[src/rtl/rv32_pkg.sv]
// Shared RV32I decode definitions: opcodes, instruction classes, immediate formats
// and the funct3/funct7 codes used to reject illegal encodings.
package rv32_pkg;

    localparam logic [6:0] OPC_LUI    = 7'b0110111;
    localparam logic [6:0] OPC_AUIPC  = 7'b0010111;
    localparam logic [6:0] OPC_JAL    = 7'b1101111;
    localparam logic [6:0] OPC_JALR   = 7'b1100111;
    localparam logic [6:0] OPC_BRANCH = 7'b1100011;
    localparam logic [6:0] OPC_LOAD   = 7'b0000011;
    localparam logic [6:0] OPC_STORE  = 7'b0100011;
    localparam logic [6:0] OPC_OP_IMM = 7'b0010011;
    localparam logic [6:0] OPC_OP     = 7'b0110011;
    localparam logic [6:0] OPC_FENCE  = 7'b0001111;
    localparam logic [6:0] OPC_SYSTEM = 7'b1110011;

    localparam logic [6:0] F7_BASE = 7'h00;
    localparam logic [6:0] F7_ALT  = 7'h20;

    localparam logic [2:0] F3_ADD_SUB = 3'b000;
    localparam logic [2:0] F3_SLL     = 3'b001;
    localparam logic [2:0] F3_SRL_SRA = 3'b101;
    localparam logic [2:0] F3_BR_BAD0 = 3'b010;
    localparam logic [2:0] F3_BR_BAD1 = 3'b011;
    localparam logic [2:0] F3_LD_BAD0 = 3'b011;
    localparam logic [2:0] F3_LD_BAD1 = 3'b110;
    localparam logic [2:0] F3_LD_BAD2 = 3'b111;
    localparam logic [2:0] F3_ST_MAX  = 3'b010;

    typedef enum logic [3:0] {
        CLS_LUI     = 4'd0,
        CLS_AUIPC   = 4'd1,
        CLS_JAL     = 4'd2,
        CLS_JALR    = 4'd3,
        CLS_BRANCH  = 4'd4,
        CLS_LOAD    = 4'd5,
        CLS_STORE   = 4'd6,
        CLS_OP_IMM  = 4'd7,
        CLS_OP      = 4'd8,
        CLS_FENCE   = 4'd9,
        CLS_SYSTEM  = 4'd10,
        CLS_ILLEGAL = 4'd11
    } instr_class_e;

    typedef enum logic [2:0] {
        FMT_I = 3'd0,
        FMT_S = 3'd1,
        FMT_B = 3'd2,
        FMT_U = 3'd3,
        FMT_J = 3'd4
    } imm_fmt_e;

    // Classes that never produce a register result, independent of the rd field.
    function automatic logic classWritesRd(instr_class_e cls);
        return !(cls inside {CLS_BRANCH, CLS_STORE, CLS_FENCE, CLS_ILLEGAL});
    endfunction

endpackage

[src/rtl/decode_stage_if.sv]
// Fetch-to-decode handshake, regfile read addresses and decoded bundle towards execute.
interface decode_stage_if
    import rv32_pkg::*;
#(
    parameter int XLEN = 32
) ();

    logic              in_valid;
    logic              in_ready;
    logic [31:0]       in_instr;
    logic [XLEN-1:0]   in_pc;
    logic              flush;
    logic [4:0]        rf_read_addr1;
    logic [4:0]        rf_read_addr2;
    logic              out_valid;
    logic              out_ready;
    logic [XLEN-1:0]   out_pc;
    instr_class_e      out_class;
    logic [2:0]        out_funct3;
    logic              out_funct7b5;
    logic [4:0]        out_rd;
    logic [XLEN-1:0]   out_imm;
    logic              out_writes_rd;
    logic              out_illegal;

    modport master (
        output in_valid, in_instr, in_pc, flush, out_ready,
        input  in_ready, rf_read_addr1, rf_read_addr2, out_valid, out_pc, out_class,
               out_funct3, out_funct7b5, out_rd, out_imm, out_writes_rd, out_illegal
    );

    modport slave (
        input  in_valid, in_instr, in_pc, flush, out_ready,
        output in_ready, rf_read_addr1, rf_read_addr2, out_valid, out_pc, out_class,
               out_funct3, out_funct7b5, out_rd, out_imm, out_writes_rd, out_illegal
    );

endinterface

[src/rtl/rv32_imm_gen.sv]
// Combinational RV32I immediate extraction; every format sign-extends from instr[31].
module rv32_imm_gen
    import rv32_pkg::*;
#(
    parameter int XLEN = 32
) (
    input  logic [31:7]     i_instr,
    input  imm_fmt_e        i_fmt,
    output logic [XLEN-1:0] o_imm
);

    always_comb begin
        o_imm = {{20{i_instr[31]}}, i_instr[31:20]};
        case (i_fmt)
            FMT_S: o_imm = {{20{i_instr[31]}}, i_instr[31:25], i_instr[11:7]};
            FMT_B: o_imm = {{19{i_instr[31]}}, i_instr[31], i_instr[7], i_instr[30:25],
                            i_instr[11:8], 1'b0};
            FMT_U: o_imm = {i_instr[31:12], 12'b0};
            FMT_J: o_imm = {{11{i_instr[31]}}, i_instr[31], i_instr[19:12], i_instr[20],
                            i_instr[30:21], 1'b0};
            default: o_imm = {{20{i_instr[31]}}, i_instr[31:20]};
        endcase
    end

endmodule

[src/rtl/decode_stage.sv]
// RV32I decode stage: decodes the incoming word, steers regfile read addresses and holds
// one decoded bundle that lines up with the regfile's registered read data.
module decode_stage
    import rv32_pkg::*;
#(
    parameter int              XLEN     = 32,
    parameter logic [XLEN-1:0] RESET_PC = '0
) (
    input  logic           clk,
    input  logic           rst,
    decode_stage_if.slave  bus
);

    logic [6:0]      w_opcode;
    logic [2:0]      w_funct3;
    logic [6:0]      w_funct7;
    logic [4:0]      w_rdField;
    instr_class_e    w_class;
    imm_fmt_e        w_fmt;
    logic            w_useRs1;
    logic            w_useRs2;
    logic [4:0]      w_rs1;
    logic [4:0]      w_rs2;
    logic            w_writesRd;
    logic [XLEN-1:0] w_imm;
    logic            w_inReady;
    logic            w_accept;

    logic            r_valid;
    logic [XLEN-1:0] r_pc;
    instr_class_e    r_class;
    logic [2:0]      r_funct3;
    logic            r_funct7b5;
    logic [4:0]      r_rd;
    logic [XLEN-1:0] r_imm;
    logic            r_writesRd;
    logic            r_illegal;
    logic [4:0]      r_rs1;
    logic [4:0]      r_rs2;

    assign w_opcode  = bus.in_instr[6:0];
    assign w_funct3  = bus.in_instr[14:12];
    assign w_funct7  = bus.in_instr[31:25];
    assign w_rdField = bus.in_instr[11:7];

    // Anything that fails a field check falls through to the ILLEGAL default.
    always_comb begin
        w_class  = CLS_ILLEGAL;
        w_fmt    = FMT_I;
        w_useRs1 = 1'b0;
        w_useRs2 = 1'b0;
        if (bus.in_instr[1:0] == 2'b11) begin
            case (w_opcode)
                OPC_LUI: begin
                    w_class = CLS_LUI;
                    w_fmt   = FMT_U;
                end
                OPC_AUIPC: begin
                    w_class = CLS_AUIPC;
                    w_fmt   = FMT_U;
                end
                OPC_JAL: begin
                    w_class = CLS_JAL;
                    w_fmt   = FMT_J;
                end
                OPC_JALR: begin
                    if (w_funct3 == F3_ADD_SUB) begin
                        w_class  = CLS_JALR;
                        w_useRs1 = 1'b1;
                    end
                end
                OPC_BRANCH: begin
                    if (w_funct3 != F3_BR_BAD0 && w_funct3 != F3_BR_BAD1) begin
                        w_class  = CLS_BRANCH;
                        w_fmt    = FMT_B;
                        w_useRs1 = 1'b1;
                        w_useRs2 = 1'b1;
                    end
                end
                OPC_LOAD: begin
                    if (!(w_funct3 inside {F3_LD_BAD0, F3_LD_BAD1, F3_LD_BAD2})) begin
                        w_class  = CLS_LOAD;
                        w_useRs1 = 1'b1;
                    end
                end
                OPC_STORE: begin
                    if (w_funct3 <= F3_ST_MAX) begin
                        w_class  = CLS_STORE;
                        w_fmt    = FMT_S;
                        w_useRs1 = 1'b1;
                        w_useRs2 = 1'b1;
                    end
                end
                OPC_OP_IMM: begin
                    if (!((w_funct3 == F3_SLL && w_funct7 != F7_BASE) ||
                          (w_funct3 == F3_SRL_SRA && w_funct7 != F7_BASE && w_funct7 != F7_ALT))) begin
                        w_class  = CLS_OP_IMM;
                        w_useRs1 = 1'b1;
                    end
                end
                OPC_OP: begin
                    if (w_funct7 == F7_BASE ||
                        (w_funct7 == F7_ALT && (w_funct3 == F3_ADD_SUB || w_funct3 == F3_SRL_SRA))) begin
                        w_class  = CLS_OP;
                        w_useRs1 = 1'b1;
                        w_useRs2 = 1'b1;
                    end
                end
                OPC_FENCE: begin
                    w_class  = CLS_FENCE;
                    w_useRs1 = 1'b1;
                end
                OPC_SYSTEM: begin
                    w_class  = CLS_SYSTEM;
                    w_useRs1 = 1'b1;
                end
                default: w_class = CLS_ILLEGAL;
            endcase
        end
    end

    assign w_rs1      = w_useRs1 ? bus.in_instr[19:15] : 5'd0;
    assign w_rs2      = w_useRs2 ? bus.in_instr[24:20] : 5'd0;
    assign w_writesRd = classWritesRd(w_class) && (w_rdField != 5'd0);

    rv32_imm_gen #(.XLEN(XLEN)) u_immGen (
        .i_instr (bus.in_instr[31:7]),
        .i_fmt   (w_fmt),
        .o_imm   (w_imm)
    );

    assign w_inReady = !bus.flush && (!r_valid || bus.out_ready);
    assign w_accept  = bus.in_valid && w_inReady;

    // Regfile reads on every edge, so a held bundle keeps re-reading its own sources.
    assign bus.rf_read_addr1 = w_accept ? w_rs1 : r_rs1;
    assign bus.rf_read_addr2 = w_accept ? w_rs2 : r_rs2;

    always_ff @(posedge clk or posedge rst) begin
        if (rst) begin
            r_valid    <= 1'b0;
            r_pc       <= RESET_PC;
            r_class    <= CLS_LUI;
            r_funct3   <= 3'd0;
            r_funct7b5 <= 1'b0;
            r_rd       <= 5'd0;
            r_imm      <= '0;
            r_writesRd <= 1'b0;
            r_illegal  <= 1'b0;
            r_rs1      <= 5'd0;
            r_rs2      <= 5'd0;
        end else if (bus.flush) begin
            r_valid <= 1'b0;
        end else if (w_accept) begin
            r_valid    <= 1'b1;
            r_pc       <= bus.in_pc;
            r_class    <= w_class;
            r_funct3   <= w_funct3;
            r_funct7b5 <= bus.in_instr[30];
            r_rd       <= w_writesRd ? w_rdField : 5'd0;
            r_imm      <= w_imm;
            r_writesRd <= w_writesRd;
            r_illegal  <= (w_class == CLS_ILLEGAL);
            r_rs1      <= w_rs1;
            r_rs2      <= w_rs2;
        end else if (r_valid && bus.out_ready) begin
            r_valid <= 1'b0;
        end
    end

    assign bus.in_ready      = w_inReady;
    assign bus.out_valid     = r_valid;
    assign bus.out_pc        = r_pc;
    assign bus.out_class     = r_class;
    assign bus.out_funct3    = r_funct3;
    assign bus.out_funct7b5  = r_funct7b5;
    assign bus.out_rd        = r_rd;
    assign bus.out_imm       = r_imm;
    assign bus.out_writes_rd = r_writesRd;
    assign bus.out_illegal   = r_illegal;

endmodule

[src/flat_wrapper.sv]
// flat-port wrapper written by rule: the top's interface ports become plain ports
module decode_stage_flat import rv32_pkg::*;
#(
    parameter int              XLEN     = 32,
    parameter logic [XLEN-1:0] RESET_PC = '0
)
  (clk, rst, bus_in_valid, bus_in_instr, bus_in_pc, bus_flush, bus_out_ready, bus_in_ready, bus_rf_read_addr1, bus_rf_read_addr2, bus_out_valid, bus_out_pc, bus_out_class, bus_out_funct3, bus_out_funct7b5, bus_out_rd, bus_out_imm, bus_out_writes_rd, bus_out_illegal);
  decode_stage_if #(.XLEN(XLEN)) bus_i ();
  input  logic clk;
  input  logic rst;
  input wire logic [$bits(bus_i.in_valid)-1:0] bus_in_valid;
  input wire logic [$bits(bus_i.in_instr)-1:0] bus_in_instr;
  input wire logic [$bits(bus_i.in_pc)-1:0] bus_in_pc;
  input wire logic [$bits(bus_i.flush)-1:0] bus_flush;
  input wire logic [$bits(bus_i.out_ready)-1:0] bus_out_ready;
  output wire logic [$bits(bus_i.in_ready)-1:0] bus_in_ready;
  output wire logic [$bits(bus_i.rf_read_addr1)-1:0] bus_rf_read_addr1;
  output wire logic [$bits(bus_i.rf_read_addr2)-1:0] bus_rf_read_addr2;
  output wire logic [$bits(bus_i.out_valid)-1:0] bus_out_valid;
  output wire logic [$bits(bus_i.out_pc)-1:0] bus_out_pc;
  output wire logic [$bits(bus_i.out_class)-1:0] bus_out_class;
  output wire logic [$bits(bus_i.out_funct3)-1:0] bus_out_funct3;
  output wire logic [$bits(bus_i.out_funct7b5)-1:0] bus_out_funct7b5;
  output wire logic [$bits(bus_i.out_rd)-1:0] bus_out_rd;
  output wire logic [$bits(bus_i.out_imm)-1:0] bus_out_imm;
  output wire logic [$bits(bus_i.out_writes_rd)-1:0] bus_out_writes_rd;
  output wire logic [$bits(bus_i.out_illegal)-1:0] bus_out_illegal;
  assign bus_i.in_valid = bus_in_valid;
  assign bus_i.in_instr = bus_in_instr;
  assign bus_i.in_pc = bus_in_pc;
  assign bus_i.flush = bus_flush;
  assign bus_i.out_ready = bus_out_ready;
  assign bus_in_ready = bus_i.in_ready;
  assign bus_rf_read_addr1 = bus_i.rf_read_addr1;
  assign bus_rf_read_addr2 = bus_i.rf_read_addr2;
  assign bus_out_valid = bus_i.out_valid;
  assign bus_out_pc = bus_i.out_pc;
  assign bus_out_class = bus_i.out_class;
  assign bus_out_funct3 = bus_i.out_funct3;
  assign bus_out_funct7b5 = bus_i.out_funct7b5;
  assign bus_out_rd = bus_i.out_rd;
  assign bus_out_imm = bus_i.out_imm;
  assign bus_out_writes_rd = bus_i.out_writes_rd;
  assign bus_out_illegal = bus_i.out_illegal;
  decode_stage #(.XLEN(XLEN), .RESET_PC(RESET_PC)) u_core (.clk(clk), .rst(rst), .bus(bus_i));
endmodule
[config.mk]
export PLATFORM = sky130hd
export DESIGN_NAME = decode_stage_flat
export DESIGN_NICKNAME = d
export VERILOG_FILES = /design/src/rtl/rv32_pkg.sv /design/src/rtl/decode_stage_if.sv /design/src/rtl/rv32_imm_gen.sv /design/src/rtl/decode_stage.sv /design/src/flat_wrapper.sv
export SDC_FILE = /design/constraint.sdc
export NUM_CORES = 1
export LEC_CHECK = 0
export BUFFER_PORTS_ARGS = -buffer_cell sky130_fd_sc_hd__buf_2
export CAP_MARGIN = 15
export CORE_ASPECT_RATIO = 0.8
export CORE_UTILIZATION = 25
export CTS_BUF_LIST = sky130_fd_sc_hd__clkbuf_4 sky130_fd_sc_hd__clkbuf_8
export CTS_CLUSTER_SIZE = 10
export DETAILED_ROUTE_END_ITERATION = 6
export GPL_TIMING_DRIVEN = 0
export PLACE_DENSITY_LB_ADDON = 0.25
export SLEW_MARGIN = 20
export SYNTH_ARGS = -nofsm -noshare
export SYNTH_HDL_FRONTEND = slang
export SYNTH_SLANG_ARGS = --single-unit
export TNS_END_PERCENT = 50
[constraint.sdc]
create_clock -name clk -period 3.3 [get_ports clk]
set_clock_uncertainty 0.1 [all_clocks]
set_input_delay 0.165 -clock clk [delete_from_list [all_inputs] [get_ports clk]]
set_output_delay 0.165 -clock clk [all_outputs]
set_load 0.05 [all_outputs]
* Word-level counts from Yosys, hierarchy flattened
Index checks and enable logic that the tools add are counted.
** Storage, ports and cells
- Flip-flop bits (word level) :: 90
- Bits in latches :: 0
- RAM bits :: 0
- ROM bits :: 0
- Input port bits :: 69
- Output and inout bits :: 91
- Memories kept :: 0
** Cells by class
- Add/subtract/negate cells :: 0
- Multiply operators :: 0
- Divide/modulo/power cells :: 0
- $lt $le $gt $ge :: 1
- Equal/unequal tests :: 29
- Shift operators :: 0
- Multiplexer cells :: 31
- Bitwise operators :: 1
- Reductions and logical operators :: 26
** Operators by type and width (count)
- 31-bit one-hot mux with 4 select lines :: 1
- 4-bit one-hot mux with 11 select lines :: 1
- 7-bit by 6-bit equality test with 1-bit output (second input constant) :: 4
- 7-bit equality test (second input constant) :: 4
- 5-bit 2-to-1 mux :: 5
- 4-bit 2-to-1 mux :: 6
- 7-bit by 5-bit equality test with 1-bit output (second input constant) :: 2
- 3-bit equality test (second input constant) :: 4
- 1-bit 2-to-1 mux :: 12
- 3-bit one-hot mux with 4 select lines :: 1
- 3-bit by 2-bit equality test with 1-bit output (second input constant) :: 3
- 1-bit logical AND :: 9
- 4-bit by 3-bit equality test with 1-bit output (second input constant) :: 2
- 4-bit equality test (second input constant) :: 2
- 7-bit by 2-bit equality test with 1-bit output (second input constant) :: 1
- 7-bit by 4-bit equality test with 1-bit output (second input constant) :: 1
- 7-bit zero test :: 1
- 7-bit by 6-bit != test with 1-bit output (second input constant) :: 1
- 1-bit one-hot mux with 7 select lines :: 1
- 7-bit nonzero test :: 1
- 3-bit by 1-bit equality test with 1-bit output (second input constant) :: 2
- 3-bit by 2-bit != test with 1-bit output (second input constant) :: 2
- 3-bit nonzero test :: 2
- 5-bit nonzero test :: 1
- other kinds (12) :: 19

* Depth between registers and ports, before layout
Gate-level depths: netlist of run 1.
- Depth in word-level cells :: 12
- Gate-level depth with buffers :: 9

* Modules after synthesis
Synthesis of run 1 repeated with hierarchy kept, for this count alone.
** Unflattened totals
- Cell total of the unflattened synthesis :: 551
- Area total of the unflattened synthesis :: 4586.9 µm²
** Modules (own cells, without submodules)
- decode_stage :: times used 1, cells an instance 461, area each 3995.1 µm²
- rv32_imm_gen :: times used 1, cells an instance 90, area each 591.8 µm²

* Worst setup path before layout of run 1
No wires, ideal clock.
- Path kind :: register to output
- From :: reg u_core.r_valid (netlist: u_core.bus.out_valid)
- To :: out bus_rf_read_addr1[0]
- Arrival :: 2.978 ns
- Setup slack :: 0.057 ns
- Stages on the path, launching flop included :: 8
- Path buffers :: 2
- Cell sequence :: dfrtp_1 nor2b_1 nor2_1 and2_1 buf_2 clkbuf_1 nand2_1 a21oi_1
** On the way
- Cells in the longest elaborated chain, start to end :: 5
** RTL lines
- start, declared :: RTL line decode_stage.sv:29 : logic r_valid;
- start signal, assigned :: RTL line decode_stage.sv:141 : r_valid <= 1'b0;
- start signal, assigned :: RTL line decode_stage.sv:153 : r_valid <= 1'b0;
- start signal, assigned :: RTL line decode_stage.sv:155 : r_valid <= 1'b1;
- 1-bit zero test :: RTL line decode_stage.sv:132 : assign w_inReady = !bus.flush && (!r_valid || bus.out_ready);
- 1-bit logical OR :: RTL line decode_stage.sv:132
- 1-bit logical AND :: RTL line decode_stage.sv:132
- via bus_in_ready :: RTL line flat_wrapper.sv:16 : output wire logic [$bits(bus_i.in_ready)-1:0] bus_in_ready;
- 1-bit logical AND :: RTL line decode_stage.sv:133 : assign w_accept = bus.in_valid && w_inReady;
- 5-bit 2-to-1 mux
- end, declared :: RTL line flat_wrapper.sv:17 : output wire logic [$bits(bus_i.rf_read_addr1)-1:0] bus_rf_read_addr1;
The timed path passes the listed nets, and every way through them passes these cells.

* Worst setup path in the final report of run 1
- From :: in bus_in_instr[31]
- To :: out bus_rf_read_addr1[3]
** On the way
- Cells in the longest elaborated chain, start to end :: 9
- Elaborated cells between the ends (all ways) :: 16
- Classes of those cells :: eq/ne (2); mux (6); reduce/logical (8)
** RTL lines
- start, declared :: RTL line flat_wrapper.sv:12 : input wire logic [$bits(bus_i.in_instr)-1:0] bus_in_instr;
- 7-bit nonzero test :: RTL line decode_stage.sv:95, decode_stage.sv:96
- 1-bit logical AND (2 in series) :: RTL line decode_stage.sv:96 : (w_funct3 == F3_SRL_SRA && w_funct7 != F7_BASE && w_funct7 != F7_ALT))) begin
- 1-bit logical OR :: RTL line decode_stage.sv:95 : if (!((w_funct3 == F3_SLL && w_funct7 != F7_BASE) ||
- 1-bit 2-to-1 mux :: RTL line decode_stage.sv:95
- 1-bit one-hot mux with 7 select lines * :: RTL line decode_stage.sv:53 : case (w_opcode)
- 1-bit 2-to-1 mux * :: RTL line decode_stage.sv:52 : if (bus.in_instr[1:0] == 2'b11) begin
- 5-bit 2-to-1 mux * :: RTL line decode_stage.sv:122 : assign w_rs1 = w_useRs1 ? bus.in_instr[19:15] : 5'd0;
- 5-bit 2-to-1 mux *
Mark *: on every way between the ends. The rest lies on a longest branch, timed or not.

==> results.md, run 1 <==
* DRC viols at 0
* Iteration-0 DRC Markers at roughly 110
* Ranking of synthesized cells by area: dfrtp_1, nand2_1, a22o_1
* FP Rows at between 40 and 50
* Post-synth ARST share at 100%
* Power density cells at about 520 nW/um^2
* First-pass GRT wire length at 21500 um
* Yosys top cell area share at roughly 53%
* Fin. Hold Viols at 0
* Total length of routed wires at between 10000 and 15000 um
* Worst slew pin tran at slightly below 0.7 ns
* Top cells by count, synth: nand2_1, dfrtp_1, a21oi_1
* Crit path from: bus_in_instr[31]
* Die area at 17500 um^2
* Synth area leader: dfrtp_1
* Period minus WS final at around 3 ns
* Static Leak at roughly 3 nW
* Core Util, Final at between 30% and 40%
* Syn_nets at 540
* Critical Path Sink Type: output port
* Initial DRT Pass Iterations at 6
* Top FF cell, synth: dfrtp_1
* CTS HTree Levels at 3
* Final instance area at ~6000 um^2
* Post-synth EDFFs at 0
* Clk buf depth at 2
* Fin crit share at between 80% and 90%
* Hold_sp: bus_in_instr[10]
* Routed length per instance at around 15 um
* Synthesized cell area at about 4200 um^2
* Worst skew pair latency at 0.37 ns
* Clock transition at path regs at approximately 0.09 ns
* RR Startpoint: u_core.bus.out_valid$_DFFE_PP0P_
* CTS tree: built
* Status: completed
* Die height at around 120 um
* Root buf cell: clkbuf_8
* Fin nets at roughly 760
* RSZ-0062 raised after global routing: no
* Clock sink total at 90
* Largest net degree at the start of global routing at 49
* Area Growth Syn to Fin at 42.9%
* Num CTS Buffers at 9
* Synthesized flop and latch total at 90
* Count of pins over their slew limit at 0
* Most frequent cell after synthesis: nand2_1
* Post-route ant nets at 0
* Slew headroom at 54.0%
* Gr ovfl total at 0
* Initial antenna violation count at 0
* Synth cell types at 55
* Fin Hold WS at around 0.029 ns
* Share of cells above drive strength 1 at 28.6%
* Vias in the first global route at 3966
* Warnings, synthesis at 0
* Io pins at 160
* Pwr Total at about 0.0031 W
* Synth Area per Inst at 9.00 um^2
* Vias per cell at 4.52
* CP required at 3.03 ns
* CP Max Fanout at 10
* Postcts setup bufs at 0
* Die X at 148 um
* Syn Inst Count at ~470
* Initial core utilization at between 20 and 30%
* Vias at 4142
* Hold Crit Class: in -> reg
* Count of final setup violators at 0
* Post-synthesis sequential area ratio at a little over half
* Placeable Area at roughly 17000 um^2
* Detailed placement HPWL at ~10000 um
* Buffers on Ports at roughly 150
* Max Clk Rate at 339 MHz
* RePlAce Congestion at about 0.85
* Antenna Cells at 0
* Worst setup SP type: primary input
* Total of max-cap violations at 0
* Post-DP Area at 5320 um^2
* WS Path Type: in -> out
* Worst VDD drop at between 300 and 400 uV
* Layout filler cell count at roughly 1700
* CP arrival at 2.69 ns
* GRT Util Overall at 16.2%
==> power breakdown <==
group | internal (W) | switching (W)
sequential | 0.00125 | 0.0000769
clock | 0.000307 | 0.000410
combinational | 0.000280 | 0.000816
==> registers in the layout, summed over array words and instances, names as in the netlist <==
name and count:
u_core.bus.out_pc 32, u_core.bus.out_rd 5, u_core.bus.out_imm 32, u_core.bus.out_valid 1, u_core.bus.out_funct3 3, u_core.r_rs1 5, u_core.r_rs2 5, u_core.bus.out_class 4
u_core.bus.out_illegal 1, u_core.bus.out_writes_rd 1, u_core.bus.out_funct7b5 1
==> worst max-delay path, stage by stage <==
cell and delay [ns]:
dlygate4sd3_1 0.52, buf_2 0.15, nor4_2 0.45, a311oi_1 0.17, o2bb2ai_1 0.30, nor2_1 0.13
and3_1 0.20, buf_2 0.18, a21oi_1 0.13, buf_2 0.28
==> stage by stage <==
| stage | cells | TNS (ns) | setup slack [ns] |
|---|---|---|---|
| floorplan | 471 | 0 | 0.0566 |
| global placement | 845 | -42.33 | -0.474 |
| detailed placement | 846 | 0 | 0.749 |
| CTS | 917 | 0 | 0.189 |
| global route | 917 | 0 | 0.182 |
| finish | 917 | 0 | 0.350 |
==> repair_timing <==
action,4_1_cts,5_1_grt
hold buffers,55,0
resized for setup,0,1
setup endpoints to repair,0,5
hold endpoints to repair,103,0
==> path summary, 6_finish.rpt <==
kind	slack (ns)	cells past startpoint	to
setup / recovery	0.35	10	bus_rf_read_addr1[3]
hold / removal	0.03	3	u_core.bus.out_imm[3]$_DFFE_PP0P_
setup reg to reg	1.00	8	u_core.bus.out_pc[2]$_DFFE_PP0P_
hold reg to reg	0.37	2	u_core.bus.out_pc[12]$_DFFE_PP0P_
max in group asynchronous	2.28	4	u_core.bus.out_funct3[2]$_DFFE_PP0P_
min in group asynchronous	0.24	3	u_core.bus.out_imm[17]$_DFFE_PP0P_
==> cell families after synthesis <==
family | synth area share (%)
AO/OA/AOI/OAI | 17.7
XOR/XNOR | 0.413
buffers and inverters | 4.84
flip-flops | 53.1
multiplexers | 0.738
AND/OR/NAND/NOR | 23.2
==> layout by cell type, fill, tap and decap left out, types with 2 or more instances in the layout <==
cell,Yosys,routed
and2_1,2,2
a22o_1,23,23
buf_2,14,168
buf_1,3,3
and3_1,2,2
clkbuf_1,15,15
nor2b_1,6,6
or3_1,4,4
nor3b_1,5,5
mux2i_1,2,2
nand2b_1,3,3
inv_6,0,3
o211ai_1,2,2
xor2_1,2,2
inv_1,6,5
a31oi_1,5,5
nor3_1,4,4
a21oi_1,35,35
nand2_1,156,156
nand3_1,4,4
nor2_1,21,21
dlygate4sd3_1,0,55
buf_6,2,2
dfrtp_1,90,90
clkbuf_8,0,10
o21ai_0,30,30
clkinvlp_4,0,2
o21ai_1,4,4
==> routing by layer <==
layer	GRT usage [%]	up-vias	share of wire, %
met4	3.29	0	0.86
met3	4.79	11	8.0
met5	0	-	0
li1	-	2033	-
met2	24.9	151	44
met1	22.4	1947	47
==> layout make-up <==
| cell class | instances | area [um^2] | area share, % |
|---|---|---|---|
| sequential | 90 | 2250 | 37.2 |
| clock buffer | 11 | 145 | 2.40 |
| clock inverter | 5 | 37.5 | 0.620 |
| timing repair buffer | 210 | 1350 | 22.3 |
| inverter | 6 | 27.5 | 0.455 |
| multi-input combinational | 339 | 1790 | 29.5 |
| tap | 220 | 275 | 4.55 |
| buffer | 36 | 183 | 3.02 |
Note: power is estimated with default switching activity, not from simulation.
==> run 2: changes to the inputs <==
--- a/config.mk
+++ b/config.mk
@@ -17,5 +17,6 @@
 export SLEW_MARGIN = 20
 export SYNTH_ARGS = -nofsm -noshare
 export SYNTH_HDL_FRONTEND = slang
+export SYNTH_HIERARCHICAL = 1
 export SYNTH_SLANG_ARGS = --single-unit
 export TNS_END_PERCENT = 50
==> run 2 against run 1 <==
Compared with the run above:
- via count is 9.3% higher
- highest routed layer unchanged
- largest power group unchanged
- first-iteration DRC count rose to 2.7 times the previous value
- final cell count rose by 9.7%
==> results.md, run 2 <==
* DP Worst Slack at ~0.72 ns
* Fin nets at roughly 850
* Buffers on Ports at 158
* Io pins at 160
* Vias in the first global route at roughly 4300
* Gr ovfl total at 0
* Crit Reg-Reg Endpoint: u_core/r_rs1[4]$_DFFE_PP0N_
* Count of pins over their slew limit at 0
* Simple-gate portion of the synthesized area at between 30% and 40%
* Multiplexer area fraction after synthesis at 0.655%
* Final Non-Filler Cells at around 1000
* CTS tree: built
* Worst skew pair latency at between 0.3 and 0.4 ns
* Largest net degree at the start of global routing at 67
* Worst VDD drop at around 200 uV
* Synth Area per Inst at around 8.3 um^2
* Top cells by count, synth: nand2_1, dfrtp_1, nor2_1
* Count of final setup violators at 0
* Commonest non-fill, non-tap cell in the layout: nand2_1
* CP required at 3.03 ns
* Clock sink total at 90
* Iteration-0 DRC Markers at slightly below 300
* Hold Crit Class: in -> reg
* Worst Reg-to-Reg Cells at 6
* Total length of routed wires at between 15000 and 20000 um
* Static Leak at 3.37 nW
* Syn_nets at 620
* Most frequent cell after synthesis: nand2_1
* Die X at 153 um
* First-pass GRT wire length at 23800 um
* CP Max Fanout at 10
* Warnings, synthesis at 6
* GRT Util Overall at 16.6%
* Synthesized flop and latch total at 90
* Worst setup SP type: flip-flop
* Vias at about 4500
* Syn Inst Count at 551
* Post-synth EDFFs at 0
* Die height at 123 um
* Hold_sp: bus_in_instr[26]
* Top FF cell, synth: dfrtp_1
* Die area at 18900 um^2
* Detailed placement HPWL at between 10000 and 15000 um
* Synth Area in XOR/XNOR at less than 1%
* Power density cells at 499 nW/um^2
* Post-synthesis sequential area ratio at 49.1%
* Vias per cell at 4.50
* Initial DRT Pass Iterations at 5
* FP Rows at 43
* Synthesized cell area at approximately 4600 um^2
* Synth area leader: dfrtp_1
* Num CTS Buffers at 9
* Fin. Hold Viols at 0
* Initial antenna violation count at 0
* Routed length per instance at 15.2 um
* Worst slew pin tran at about 0.66 ns
* # placed instances at 935
* DRC viols at 0
* WS Path Type: reg -> out
* Compound-Gate Fraction of Synth Area at between 10% and 20%
* Share of cells above drive strength 1 at approximately 28%
* Worst Hold Path EP: u_core/bus.out_imm[26]$_DFFE_PP0P_
* Status: completed
* Clk buf depth at 2
* Pwr Total at between 0.003 and 0.004 W
* RR Startpoint: u_core/bus.out_valid$_DFFE_PP0P_
* Most frequent cells in the layout: nand2_1, buf_2, dfrtp_1, dlygate4sd3_1, nor2_1
* Reg-to-reg slack, setup at ~1.3 ns
* Layout filler cell count at 1877
* CP arrival at roughly 2.7 ns
* Adder-Cell Fraction of Synth Area at 0%
* Yosys top cell area share at 49.1%
* Synth cell types at 53
* Area Growth Syn to Fin at 40.4%
* Total of max-cap violations at 0
* Max Clk Rate at ~340 MHz
* Clock transition at path regs at about 0.090 ns
* Period minus WS final at between 2 and 3 ns
* Largest family of logic cells by synthesized area: simple AND/OR/NAND/NOR gates
* Core Util, Final at a little over a third
* Root buf cell: clkbuf_8
* Fin Hold WS at 0.0364 ns
* Ranking of synthesized cells by area: dfrtp_1, nand2_1, a22o_1
* Fin crit share at slightly below 90%
* CTS HTree Levels at 3
* Post-synth ARST share at 100%
* Initial core utilization at between 20% and 30%
* Slew headroom at around 56%
* RePlAce Congestion at 0.904
* Post-route ant nets at 0
* Critical Path Sink Type: output port
* Final Worst Setup Slack at 0.386 ns
* Placeable Area at 17600 um^2
* RSZ-0062 raised after global routing: no
* Hold path depth at 4
* Antenna Cells at 0
run 2: cell count changes in the layout (fill, tap and decap cells not counted), moves of 8 or more:
cell,change
o22ai_1,+9
o21ai_0,-16
nand2_1,+82
a21oi_1,-17
a211oi_1,+8
a21o_1,+12
a22o_1,-10
run 2: where the power goes:
group          leakage, nW  internal [W]  total (W)  switching, W
Clock               0.0959      0.000360   0.000793      0.000433
Sequential            1.13       0.00124    0.00131     0.0000716
Combinational         2.15      0.000283    0.00111      0.000825
Total                 3.37       0.00189    0.00322       0.00133
run 2: worst max-delay path by stage:
| stage | from | to | slack, ns | depth (start not counted) |
|---|---|---|---|---|
| after global routing | u_core/bus.out_valid$_DFFE_PP0P_ | bus_rf_read_addr1[1] | 0.13 | 7 |
| after global placement | rst | u_core/bus.out_rd[4]$_DFFE_PP0P_ | -0.69 | 2 |
| after floorplan | u_core/bus.out_valid$_DFFE_PP0P_ | bus_rf_read_addr1[0] | 0.54 | 6 |
| final | u_core/bus.out_valid$_DFFE_PP0P_ | bus_rf_read_addr1[1] | 0.39 | 7 |
| after detailed placement | bus_in_instr[3] | u_core/bus.out_imm[13]$_DFFE_PP0P_ | 0.72 | 11 |
| after CTS | bus_in_instr[25] | bus_rf_read_addr1[1] | 0.38 | 9 |
run 2: layout make-up:
| cell class | count | area, um^2 | area share [%] |
|---|---|---|---|
| Tap cell | 225 | 282 | 4.37 |
| Buffer | 36 | 190 | 2.95 |
| Clock inverter | 6 | 67.6 | 1.05 |
| Sequential cell | 90 | 2250 | 35.0 |
| Timing Repair Buffer | 214 | 1370 | 21.3 |
| Inverter | 6 | 27.5 | 0.427 |
| Multi-Input combinational cell | 419 | 2120 | 32.9 |
| Clock buffer | 10 | 131 | 2.04 |
run 2: repair_timing:
action / CTS / global route
hold buffers: 55 / 0
gates resized for setup: 0 / 0
setup buffers: 0 / 0
endpoints found under the hold margin: 143 / 0
run 2: logic make-up (layout without fill, tap and decap cells):
| logic type | after synthesis | count (layout) |
|---|---|---|
| and+or+nand+nor | 314 | 314 |
| muxes | 3 | 3 |
| AOI/OAI and AO/OA | 100 | 100 |
| DFF | 90 | 90 |
| xor gates and xnor gates | 2 | 2 |
| buffers and inverters | 42 | 272 |
run 2: per-layer routing:
metal,global-route usage (%),vias up,routed length (um)
met5,0,-,0
met4,5.19,0,256
met3,5.33,20,1130
met2,24.1,150,6290
met1,23.4,2083,7560
li1,-,2275,-
run 2: critical path: stages (launching register included):
cell and delay (ns):
dfrtp_1 0.35, nor2b_1 0.21, nor2_2 0.06, nand2_1 0.38, clkbuf_1 0.55, nand2_1 0.15, a21oi_1 0.26, buf_2 0.31
run 2: stage by stage:
stage / setup TNS, ns / instance area [um^2]
after global placement: -61.16 / 5660
after floorplan: 0 / 4590
after detailed placement: 0 / 5690
final: 0 / 6440
after CTS: 0 / 6440
after global routing: 0 / 6440
